### src/rtl/ctl_mc_pkg.sv
// ctl_mc_pkg: opcodes, ALU function codes, select encodings, control bundle and FSM states
package ctl_mc_pkg;

    localparam logic [5:0] OP_LD  = 6'h18;
    localparam logic [5:0] OP_ST  = 6'h19;
    localparam logic [5:0] OP_JMP = 6'h1B;
    localparam logic [5:0] OP_BEQ = 6'h1D;
    localparam logic [5:0] OP_BNE = 6'h1E;
    localparam logic [5:0] OP_LDR = 6'h1F;

    localparam logic [5:0] ALU_ADD   = 6'b000000;
    localparam logic [5:0] ALU_SUB   = 6'b000001;
    localparam logic [5:0] ALU_MUL   = 6'b000010;
    localparam logic [5:0] ALU_DIV   = 6'b000011;
    localparam logic [5:0] ALU_AND   = 6'b011000;
    localparam logic [5:0] ALU_OR    = 6'b011110;
    localparam logic [5:0] ALU_XOR   = 6'b010110;
    localparam logic [5:0] ALU_XNOR  = 6'b011001;
    localparam logic [5:0] ALU_A     = 6'b011010;
    localparam logic [5:0] ALU_SHL   = 6'b100000;
    localparam logic [5:0] ALU_SHR   = 6'b100001;
    localparam logic [5:0] ALU_SRA   = 6'b100011;
    localparam logic [5:0] ALU_CMPEQ = 6'b110011;
    localparam logic [5:0] ALU_CMPLT = 6'b110101;
    localparam logic [5:0] ALU_CMPLE = 6'b110111;

    localparam logic [2:0] PCSEL_INC   = 3'd0;
    localparam logic [2:0] PCSEL_BR    = 3'd1;
    localparam logic [2:0] PCSEL_JMP   = 3'd2;
    localparam logic [2:0] PCSEL_ILLOP = 3'd3;
    localparam logic [2:0] PCSEL_XADR  = 3'd4;

    localparam logic [1:0] WDSEL_PC  = 2'd0;
    localparam logic [1:0] WDSEL_ALU = 2'd1;
    localparam logic [1:0] WDSEL_MEM = 2'd2;

    typedef enum logic [1:0] {EXEC, MULDIV, MEMW} state_t;

    typedef struct packed {
        logic [5:0] alufn;
        logic       asel;
        logic       bsel;
        logic       moe;
        logic       mwr;
        logic [2:0] pcsel;
        logic       ra2sel;
        logic       wasel;
        logic [1:0] wdsel;
        logic       werf;
    } ctl_t;

    // low opcode nibble of the ALU/ALUC groups to ALU function; x7/xF are undefined
    function automatic logic [5:0] alu_fn(input logic [3:0] f);
        case (f)
            4'h1:    return ALU_SUB;
            4'h2:    return ALU_MUL;
            4'h3:    return ALU_DIV;
            4'h4:    return ALU_CMPEQ;
            4'h5:    return ALU_CMPLT;
            4'h6:    return ALU_CMPLE;
            4'h8:    return ALU_AND;
            4'h9:    return ALU_OR;
            4'hA:    return ALU_XOR;
            4'hB:    return ALU_XNOR;
            4'hC:    return ALU_SHL;
            4'hD:    return ALU_SHR;
            4'hE:    return ALU_SRA;
            default: return ALU_ADD;
        endcase
    endfunction

endpackage

### src/rtl/ctl_mc_if.sv
// ctl_mc_if: instruction/status inputs and control bundle between datapath (master) and controller (slave)
interface ctl_mc_if;
    logic [5:0] op;
    logic       z;
    logic       irq;
    logic       mem_ready;
    logic [5:0] alufn;
    logic       asel;
    logic       bsel;
    logic       moe;
    logic       mwr;
    logic [2:0] pcsel;
    logic       ra2sel;
    logic       wasel;
    logic [1:0] wdsel;
    logic       werf;
    logic       pc_en;
    logic       stall;
    logic       irq_ack;

    modport master (
        output op, z, irq, mem_ready,
        input  alufn, asel, bsel, moe, mwr, pcsel, ra2sel, wasel, wdsel, werf, pc_en, stall, irq_ack
    );

    modport slave (
        input  op, z, irq, mem_ready,
        output alufn, asel, bsel, moe, mwr, pcsel, ra2sel, wasel, wdsel, werf, pc_en, stall, irq_ack
    );
endinterface

### src/rtl/ctl_decode.sv
// ctl_decode: combinational op,z -> legacy control bundle plus mul/div, memory and illegal flags
module ctl_decode
    import ctl_mc_pkg::*;
(
    input  logic [5:0] op,
    input  logic       z,
    output ctl_t       ctl,
    output logic       is_muldiv,
    output logic       is_mem,
    output logic       is_illegal
);

    // ALU/ALUC groups decode by nibble; the rest by exact opcode; anything else is illegal
    always_comb begin
        ctl = '0;
        is_muldiv = 1'b0;
        is_mem = 1'b0;
        is_illegal = 1'b0;
        if (op[5] && op[2:0] != 3'b111) begin
            ctl.alufn = alu_fn(op[3:0]);
            ctl.bsel = op[4];
            ctl.wdsel = WDSEL_ALU;
            ctl.werf = 1'b1;
            is_muldiv = op[3:1] == 3'b001;
        end else begin
            case (op)
                OP_LD: begin
                    ctl.bsel = 1'b1;
                    ctl.moe = 1'b1;
                    ctl.wdsel = WDSEL_MEM;
                    ctl.werf = 1'b1;
                    is_mem = 1'b1;
                end
                OP_ST: begin
                    ctl.bsel = 1'b1;
                    ctl.mwr = 1'b1;
                    ctl.ra2sel = 1'b1;
                    is_mem = 1'b1;
                end
                OP_LDR: begin
                    ctl.alufn = ALU_A;
                    ctl.asel = 1'b1;
                    ctl.moe = 1'b1;
                    ctl.wdsel = WDSEL_MEM;
                    ctl.werf = 1'b1;
                    is_mem = 1'b1;
                end
                OP_JMP: begin
                    ctl.pcsel = PCSEL_JMP;
                    ctl.werf = 1'b1;
                end
                OP_BEQ: begin
                    ctl.pcsel = {2'b0, z};
                    ctl.werf = 1'b1;
                end
                OP_BNE: begin
                    ctl.pcsel = {2'b0, ~z};
                    ctl.werf = 1'b1;
                end
                default: is_illegal = 1'b1;
            endcase
        end
    end

endmodule

### src/rtl/ctl_mc.sv
// ctl_mc: multi-cycle control sequencer (MUL/DIV latency, memory wait, interrupts); CTL_ILLOP_TRAP_EN enables the ILLOP trap
module ctl_mc
    import ctl_mc_pkg::*;
#(
    parameter int MUL_LAT = 4,
    parameter int DIV_LAT = 16
) (
    input logic     clk,
    input logic     reset_n,
    ctl_mc_if.slave bus
);

    localparam int LAT_MAX = MUL_LAT > DIV_LAT ? MUL_LAT : DIV_LAT;
    localparam int CNT_W = $clog2(LAT_MAX + 1);
    localparam logic [CNT_W-1:0] MUL_LD = CNT_W'(MUL_LAT > 1 ? MUL_LAT - 2 : 0);
    localparam logic [CNT_W-1:0] DIV_LD = CNT_W'(DIV_LAT > 1 ? DIV_LAT - 2 : 0);
    localparam bit MUL_MC = MUL_LAT > 1;
    localparam bit DIV_MC = DIV_LAT > 1;
`ifdef CTL_ILLOP_TRAP_EN
    localparam bit TRAP_EN = 1'b1;
`else
    localparam bit TRAP_EN = 1'b0;
`endif

    state_t state, state_nx;
    logic [CNT_W-1:0] cnt, cnt_nx, ld;
    logic irq_q, irq_pend;
    ctl_t dec, ctl, out;
    logic is_muldiv, is_mem, is_illegal, trap, lat_mc, commit, ack;

    ctl_decode u_decode (
        .op(bus.op),
        .z(bus.z),
        .ctl(dec),
        .is_muldiv(is_muldiv),
        .is_mem(is_mem),
        .is_illegal(is_illegal)
    );

    // op[0] separates DIV/DIVC from MUL/MULC
    assign lat_mc = bus.op[0] ? DIV_MC : MUL_MC;
    assign ld = bus.op[0] ? DIV_LD : MUL_LD;
    assign trap = TRAP_EN && is_illegal;

    // state, latency counter and interrupt edge latch; a new edge wins over a same-cycle ack
    always_ff @(posedge clk or negedge reset_n) begin
        if (!reset_n) begin
            state <= EXEC;
            cnt <= '0;
            irq_q <= 1'b0;
            irq_pend <= 1'b0;
        end else begin
            state <= state_nx;
            cnt <= cnt_nx;
            irq_q <= bus.irq;
            irq_pend <= (bus.irq & ~irq_q) | (irq_pend & ~ack);
        end
    end

    // next state: multi-cycle ops and unready memory accesses leave EXEC unless an interrupt is taken
    always_comb begin
        state_nx = state;
        cnt_nx = cnt;
        case (state)
            MULDIV: begin
                state_nx = cnt == '0 ? EXEC : MULDIV;
                cnt_nx = cnt == '0 ? cnt : cnt - 1'b1;
            end
            MEMW: state_nx = bus.mem_ready ? EXEC : MEMW;
            default: begin
                if (!irq_pend && is_muldiv && lat_mc) begin
                    state_nx = MULDIV;
                    cnt_nx = ld;
                end else if (!irq_pend && is_mem && !bus.mem_ready) begin
                    state_nx = MEMW;
                end
            end
        endcase
    end

    // outputs: decoded bundle held across the instruction, werf/pc_en only in the commit cycle
    always_comb begin
        ctl = dec;
        commit = 1'b1;
        ack = 1'b0;
        case (state)
            MULDIV: commit = cnt == '0;
            MEMW: commit = bus.mem_ready;
            default: begin
                if (irq_pend) begin
                    ctl = '0;
                    ctl.pcsel = PCSEL_XADR;
                    ctl.wasel = 1'b1;
                    ctl.wdsel = WDSEL_PC;
                    ctl.werf = 1'b1;
                    ack = 1'b1;
                end else if (trap) begin
                    ctl.pcsel = PCSEL_ILLOP;
                    ctl.wasel = 1'b1;
                    ctl.wdsel = WDSEL_PC;
                    ctl.werf = 1'b1;
                end else begin
                    commit = !(is_muldiv && lat_mc) && !(is_mem && !bus.mem_ready);
                end
            end
        endcase
        ctl.werf = ctl.werf & commit;
    end

    assign out = reset_n ? ctl : '0;
    assign bus.alufn = out.alufn;
    assign bus.asel = out.asel;
    assign bus.bsel = out.bsel;
    assign bus.moe = out.moe;
    assign bus.mwr = out.mwr;
    assign bus.pcsel = out.pcsel;
    assign bus.ra2sel = out.ra2sel;
    assign bus.wasel = out.wasel;
    assign bus.wdsel = out.wdsel;
    assign bus.werf = out.werf;
    assign bus.pc_en = reset_n & commit;
    assign bus.stall = reset_n & ~commit;
    assign bus.irq_ack = reset_n & ack;

endmodule

### src/flat_wrapper.sv
// flat-port wrapper written by rule: the top's interface ports become plain ports
module ctl_mc_flat import ctl_mc_pkg::*;
#(
    parameter int MUL_LAT = 4,
    parameter int DIV_LAT = 16
)
  (clk, reset_n, bus_op, bus_z, bus_irq, bus_mem_ready, bus_alufn, bus_asel, bus_bsel, bus_moe, bus_mwr, bus_pcsel, bus_ra2sel, bus_wasel, bus_wdsel, bus_werf, bus_pc_en, bus_stall, bus_irq_ack);
  ctl_mc_if bus_i ();
  input logic clk;
  input logic reset_n;
  input wire logic [$bits(bus_i.op)-1:0] bus_op;
  input wire logic [$bits(bus_i.z)-1:0] bus_z;
  input wire logic [$bits(bus_i.irq)-1:0] bus_irq;
  input wire logic [$bits(bus_i.mem_ready)-1:0] bus_mem_ready;
  output wire logic [$bits(bus_i.alufn)-1:0] bus_alufn;
  output wire logic [$bits(bus_i.asel)-1:0] bus_asel;
  output wire logic [$bits(bus_i.bsel)-1:0] bus_bsel;
  output wire logic [$bits(bus_i.moe)-1:0] bus_moe;
  output wire logic [$bits(bus_i.mwr)-1:0] bus_mwr;
  output wire logic [$bits(bus_i.pcsel)-1:0] bus_pcsel;
  output wire logic [$bits(bus_i.ra2sel)-1:0] bus_ra2sel;
  output wire logic [$bits(bus_i.wasel)-1:0] bus_wasel;
  output wire logic [$bits(bus_i.wdsel)-1:0] bus_wdsel;
  output wire logic [$bits(bus_i.werf)-1:0] bus_werf;
  output wire logic [$bits(bus_i.pc_en)-1:0] bus_pc_en;
  output wire logic [$bits(bus_i.stall)-1:0] bus_stall;
  output wire logic [$bits(bus_i.irq_ack)-1:0] bus_irq_ack;
  assign bus_i.op = bus_op;
  assign bus_i.z = bus_z;
  assign bus_i.irq = bus_irq;
  assign bus_i.mem_ready = bus_mem_ready;
  assign bus_alufn = bus_i.alufn;
  assign bus_asel = bus_i.asel;
  assign bus_bsel = bus_i.bsel;
  assign bus_moe = bus_i.moe;
  assign bus_mwr = bus_i.mwr;
  assign bus_pcsel = bus_i.pcsel;
  assign bus_ra2sel = bus_i.ra2sel;
  assign bus_wasel = bus_i.wasel;
  assign bus_wdsel = bus_i.wdsel;
  assign bus_werf = bus_i.werf;
  assign bus_pc_en = bus_i.pc_en;
  assign bus_stall = bus_i.stall;
  assign bus_irq_ack = bus_i.irq_ack;
  ctl_mc #(.MUL_LAT(MUL_LAT), .DIV_LAT(DIV_LAT)) u_core (.clk(clk), .reset_n(reset_n), .bus(bus_i));
endmodule
### config.mk
export PLATFORM = sky130hd
export DESIGN_NAME = ctl_mc_flat
export DESIGN_NICKNAME = d
export VERILOG_FILES = /design/src/rtl/ctl_mc_pkg.sv /design/src/rtl/ctl_mc_if.sv /design/src/rtl/ctl_decode.sv /design/src/rtl/ctl_mc.sv /design/src/flat_wrapper.sv
export SDC_FILE = /design/constraint.sdc
export NUM_CORES = 1
export LEC_CHECK = 0
export CORE_MARGIN = 2
export CORE_UTILIZATION = 49
export DETAILED_ROUTE_END_ITERATION = 12
export PLACE_DENSITY = 0.95
export REMOVE_ABC_BUFFERS = 1
export SYNTH_ARGS = -nofsm -noshare
export SYNTH_HDL_FRONTEND = slang
export SYNTH_SLANG_ARGS = --single-unit
### constraint.sdc
create_clock -name clk -period 3.6 [get_ports clk]
set_input_delay 0.72 -clock clk [delete_from_list [all_inputs] [get_ports clk]]
set_output_delay 0.72 -clock clk [all_outputs]
set_load 0.01 [all_outputs]
### Word-level counts from Yosys, hierarchy flattened

Memory sizes are Yosys's and may differ from the RTL's.
Index checks and enable logic that the tools add are counted.

| word-level totals | value |
|---|---|
| register bits after elaboration | 9 |
| bits in read-only memories | 96 |
| bits of input ports | 11 |
| output and inout port bits | 21 |
| logic and storage cells | 82 |
| memories kept | 1 |

| cells by class | value |
|---|---|
| $add $sub $neg | 1 |
| equal/unequal tests | 11 |
| muxes and demuxes | 34 |
| bitwise logic cells | 12 |
| reductions and logical operators | 19 |

Memories:

| memory | words | width | read ports | clocked after memory_dff | write ports | RTL line | RTL |
|---|---|---|---|---|---|---|---|
| (name not given) | 16 | 6 | 1 | 0 | 0 | ctl_mc_pkg.sv:54 | `case (f)` |

Operator list:

| operator | number |
|---|---|
| 6-bit by 5-bit equality test with 1-bit output (second input constant) | 6 |
| 18-bit 2-to-1 mux | 2 |
| 6-bit 2-to-1 mux | 3 |
| 1-bit 2-to-1 mux | 14 |
| 10-bit 2-to-1 mux | 1 |
| 5-bit 2-to-1 mux | 2 |
| 5-bit case mux with 2 select lines | 1 |
| 2-bit 2-to-1 mux | 4 |
| 4-bit 2-to-1 mux | 2 |
| 1-bit bitwise AND | 6 |
| 1-bit logical AND | 6 |
| 3-bit 2-to-1 mux | 2 |
| 2-bit case mux with 3 select lines | 1 |
| 2-bit OR reduction | 3 |
| 5-bit logical NOT | 1 |
| 1-bit inverter | 5 |
| 5-bit OR reduction | 1 |
| 5-bit by 1-bit subtractor with 5-bit output (second input constant) | 1 |
| 1-bit logical NOT | 4 |
| 2-bit case mux with 2 select lines | 1 |
| 4-bit nonzero test | 1 |
| 3-bit by 1-bit equality test with 1-bit output (second input constant) | 1 |
| 3-bit != test (second input constant) | 1 |
| 3-bit AND reduction | 1 |
| other kinds (7) | 7 |

### Longest topological paths before layout

| logic depth | value |
|---|---|
| depth after elaboration | 11 |
| gate-level depth with buffers | 7 |
| mapped depth without buffers | 6 |

### Cells and area by module

Synthesis repeated with hierarchy kept, for this count alone.

| unflattened totals | value |
|---|---|
| cells, all modules | 146 |
| area total of the unflattened synthesis | 1184.9 um^2 |

By module, submodules not included:

| module | instances | cells each | area each (um^2) | seq. area each (um^2) |
|---|---|---|---|---|
| ctl_mc | 1 | 87 | 749.5 | 225.2 |
| ctl_decode | 1 | 59 | 435.4 | 0.0 |

### Worst setup path before layout

No wires, ideal clock.

| timing | value |
|---|---|
| path kind | input -> output |
| start point | input port bus_op[0] |
| end point | output port bus_stall |
| arrival time | 1971 ps |
| data required time | 2880 ps |
| path slack | 909 ps |
| stages | 5 |
| path buffers | 0 |
| cells stage by stage | ha_1 > a21boi_0 > or4b_1 > o211ai_1 > and2_1 |

| on the way | value |
|---|---|
| longest elaborated chain between the ends | 11 |
| elaborated cells between the ends (all ways) | 17 |
| those cells by class | eq/ne: 4; mux: 5; bitwise: 2; reduce/logical: 6 |

RTL lines:

| what | RTL line | RTL |
|---|---|---|
| from (decl) | flat_wrapper.sv:11 | `input wire logic [$bits(bus_i.op)-1:0] bus_op;` |
| 6-bit by 5-bit equality test with 1-bit output | ctl_decode.sv:26 | `case (op)` |
| 3-bit OR reduction (no source line) | n/a |  |
| 1-bit 2-to-1 mux | ctl_decode.sv:26 |  |
| 1-bit 2-to-1 mux | ctl_decode.sv:19 | `if (op[5] && op[2:0] != 3'b111) begin` |
| 1-bit logical AND | ctl_mc.sv:103 | `commit = !(is_muldiv && lat_mc) && !(is_mem && !bus.mem_ready);` |
| 1-bit logical NOT | ctl_mc.sv:103 |  |
| 1-bit logical AND (*) | ctl_mc.sv:103 |  |
| 1-bit 2-to-1 mux (*) | ctl_mc.sv:90 | `if (irq_pend) begin` |
| 1-bit case mux with 2 select lines (*) | ctl_mc.sv:86 | `case (state)` |
| 1-bit inverter (*) | ctl_mc.sv:122 | `assign bus.stall = reset_n & ~commit;` |
| 1-bit bitwise AND (*) | ctl_mc.sv:122 |  |
| to (decl) | flat_wrapper.sv:26 | `output wire logic [$bits(bus_i.stall)-1:0] bus_stall;` |

Every way passes the cells marked *; elsewhere a longest branch is shown, timed or not.

### Worst setup path in the final report

| timing | value |
|---|---|
| start point | input port bus_op[2] |
| end point | output port bus_stall |

The elaborated chain is that of the path after synthesis.

==> results.json <==
{
  "required_ns": 2.88,
  "num_rows": 16,
  "max_stage_delay_ns": 0.53,
  "finalClockSkew_ns": 0.003571,
  "postRouteAntennaNets": 0,
  "ir_drop_mv": 0.4614,
  "cts_max_path_buffers": 2,
  "grt_max_degree": 13,
  "grt_pass1_wl_um": 4636,
  "power_w": 0.0007204,
  "drive_above_1_share_pct": 15.34,
  "fp.dieW_um": 49.26,
  "avgSynthCellArea_um2": 8.158,
  "critPathTopFamily": "buffers and inverters",
  "die-height_um": 49.26,
  "drt_iter0_drc": 33,
  "regArea_um2": 225.2,
  "h-tree-depth": 1,
  "hold_viol": 0,
  "crit_chain": "clkdlybuf4s50_1 -> a21boi_0 -> or4b_1 -> o211ai_1 -> and2_1 -> clkdlybuf4s50_1",
  "maxCapViolCount": 0,
  "relSlewSlack_pct": 52.94,
  "hpwl_um": 2262,
  "fp.dieArea_um2": 2426,
  "period_needed_ns": 3.507,
  "clock_sink_count": 9,
  "rsz0062_at_grt": "false",
  "crit_top_cell": "clkdlybuf4s50_1",
  "holdCritPathClass": "flop to flop",
  "powerDensity_nw_per_um2": 503.7,
  "crit_type": "primary input to primary output",
  "nFillCells": 143,
  "layout-area-overhead-vs-synth_pct": 42.52,
  "finalWorstSetupSlack_ns": 0.09322,
  "final_nets": 185,
  "clock_latency_ns": 0.26,
  "cts_tree": "done",
  "crit_buf_inv": 2,
  "overflow": 0,
  "grt_pass1_vias": 1050,
  "post-route-drc-count": 0,
  "min_period_over_period_pct": 97.41,
  "initial_core_util_pct": 51.68,
  "outcome": "completed",
  "synth-seq-cells": 9,
  "cts-root-buf": "clkbuf_4",
  "pre_cts_ws_ns": -0.1149,
  "slowest_stage": "clkdlybuf4s50_1",
  "antenna_cells_inserted": 0,
  "antenna_found_initial": 0,
  "port_buffers": 31,
  "leakage_nw": 0.6735,
  "place.gp.congestion": 0.9457,
  "setup_viol": 0,
  "finalWirelength_um": 2880,
  "arrival_ns": 2.79,
  "end_kind": "primary output",
  "crit_path_start_kind": "primary input",
  "path_clk_slew_ns": 0.06,
  "grt_use_total_pct": 24.50,
  "layout_commonest_cell": "clkdlybuf4s50_1",
  "maxSlewViolCount": 0,
  "routedWlPerCell_um": 15.16,
  "multi_input_area_um2": 689.4,
  "first_pass_iters": 4,
  "clock.fmax_ghz": 0.2852,
  "yosys_warnings": 0,
  "syn_inst": 123,
  "synth_cell_types": 41,
  "cts_hold_buffers": 0,
  "core_area_um2": 1942,
  "netlist_area_um2": 1003,
  "ios": 32,
  "vias": 1088,
  "layout_common_cells": "clkdlybuf4s50_1 (27), nand2_1 (14), buf_4 (13)",
  "worst_pin_slew_ns": 0.6961,
  "numCtsBuffers": 3,
  "via_per_inst": 5.726,
  "path_max_fanout": 3,
  "ys_seq_area_share_pct": 22.44
}
where the power goes:
part | internal (W) | switching, W | leakage (nW)
Clock | 0.0000427 | 0.0000353 | 0.0150
Sequential | 0.000145 | 0.0000436 | 0.110
Combinational | 0.000217 | 0.000237 | 0.549
Total | 0.000405 | 0.000316 | 0.674
final timing paths:
check | to | slack, ns | startpoint | cells past startpoint
hold / removal | u_core.irq_pend | 0.42 | u_core.irq_q | 1
setup / recovery | bus_stall | 0.09 | bus_op[2] | 6
max in group asynchronous | u_core.cnt[0] | 2.67 | reset_n | 2
setup reg to reg | u_core.cnt[3] | 1.52 | u_core.cnt[0] | 6
hold reg to reg | u_core.irq_pend | 0.42 | u_core.irq_q | 1
min in group asynchronous | u_core.state[1] | 0.78 | reset_n | 2
synth_stat cells (all sizes together):
library cell   n  share of area [%]
a211o          1               0.87
a21boi         1               0.75
a21o           3                2.2
a21oi          5                2.5
a2bb2oi        1               0.87
a311oi         1               0.87
a31o           1               0.87
a31oi          1               0.62
a32oi          1                2.7
and2           4                2.5
and3           2                1.2
and4bb         1                1.2
buf            6                4.0
clkbuf         2               0.75
dfrtp          9                 22
ha            10                 12
inv           12                4.5
mux2           1                1.1
mux2i          3                3.0
mux4           2                4.5
nand2         14                5.2
nand2b         1               0.62
nand3          3                1.5
nand3b         3                2.2
nand4          1               0.62
nor2           9                3.4
nor2b          1               0.62
nor3           5                2.5
nor3b          1               0.75
nor4           2                1.2
nor4b          1               0.87
o211ai         1               0.75
o21ai          7                3.5
o21bai         1               0.75
o22ai          1               0.62
or3            1               0.75
or4            1               0.75
or4b           2                2.4
xor2           1               0.87
what timing repair did:
item                                    CTS  global route
resized for setup                         2             3
gates cloned                              0             0
endpoints found under the setup margin    2             2
setup buffers                             0             1
pin swaps                                 1             1
cell type report:
type / instances / share of cell area [%]
multi-input combinational: 94 / 48.21
inverter: 12 / 3.150
clock buffer: 4 / 1.837
sequential: 9 / 15.75
tap: 27 / 2.362
timing repair buffer: 44 / 28.70
registers in the layout, indices dropped and copies added, names as in the netlist:
name             flops
u_core.cnt           5
u_core.irq_pend      1
u_core.irq_q         1
u_core.state         2
metal layers:
layer | GRT usage, % | vias to the layer above | wire (um)
li1 | - | 514 | -
met1 | 30.17 | 527 | 1185
met2 | 43.24 | 43 | 1527
met3 | 4.908 | 4 | 145
met4 | 6.190 | 0 | 21
met5 | 0 | - | 0
through the flow:
stage	instance area (um^2)	util, %	TNS, ns	hold WS (ns)	cells
floorplan	955.9	-	0	0.3988	115
global placement	1390	71.59	-0.05014	0.4068	185
detailed placement	1390	71.59	-0.1943	0.4158	185
CTS	1414	72.81	0	0.4241	189
global route	1430	73.65	0	0.4456	190
finish	1430	73.65	0	0.4166	190
cells by family (layout without fill, tap and decap cells):
logic type,after synthesis,count (layout),synth area share (%)
muxes,6,6,8.603
AOI/OAI and AO/OA,25,25,17.96
buffers and inverters,20,60,9.227
xor gates and xnor gates,1,1,0.8730
and+or+nand+nor,52,52,28.43
adders and majority gates,10,10,12.47
DFF,9,9,22.44
(Power assumes the default switching activity.)
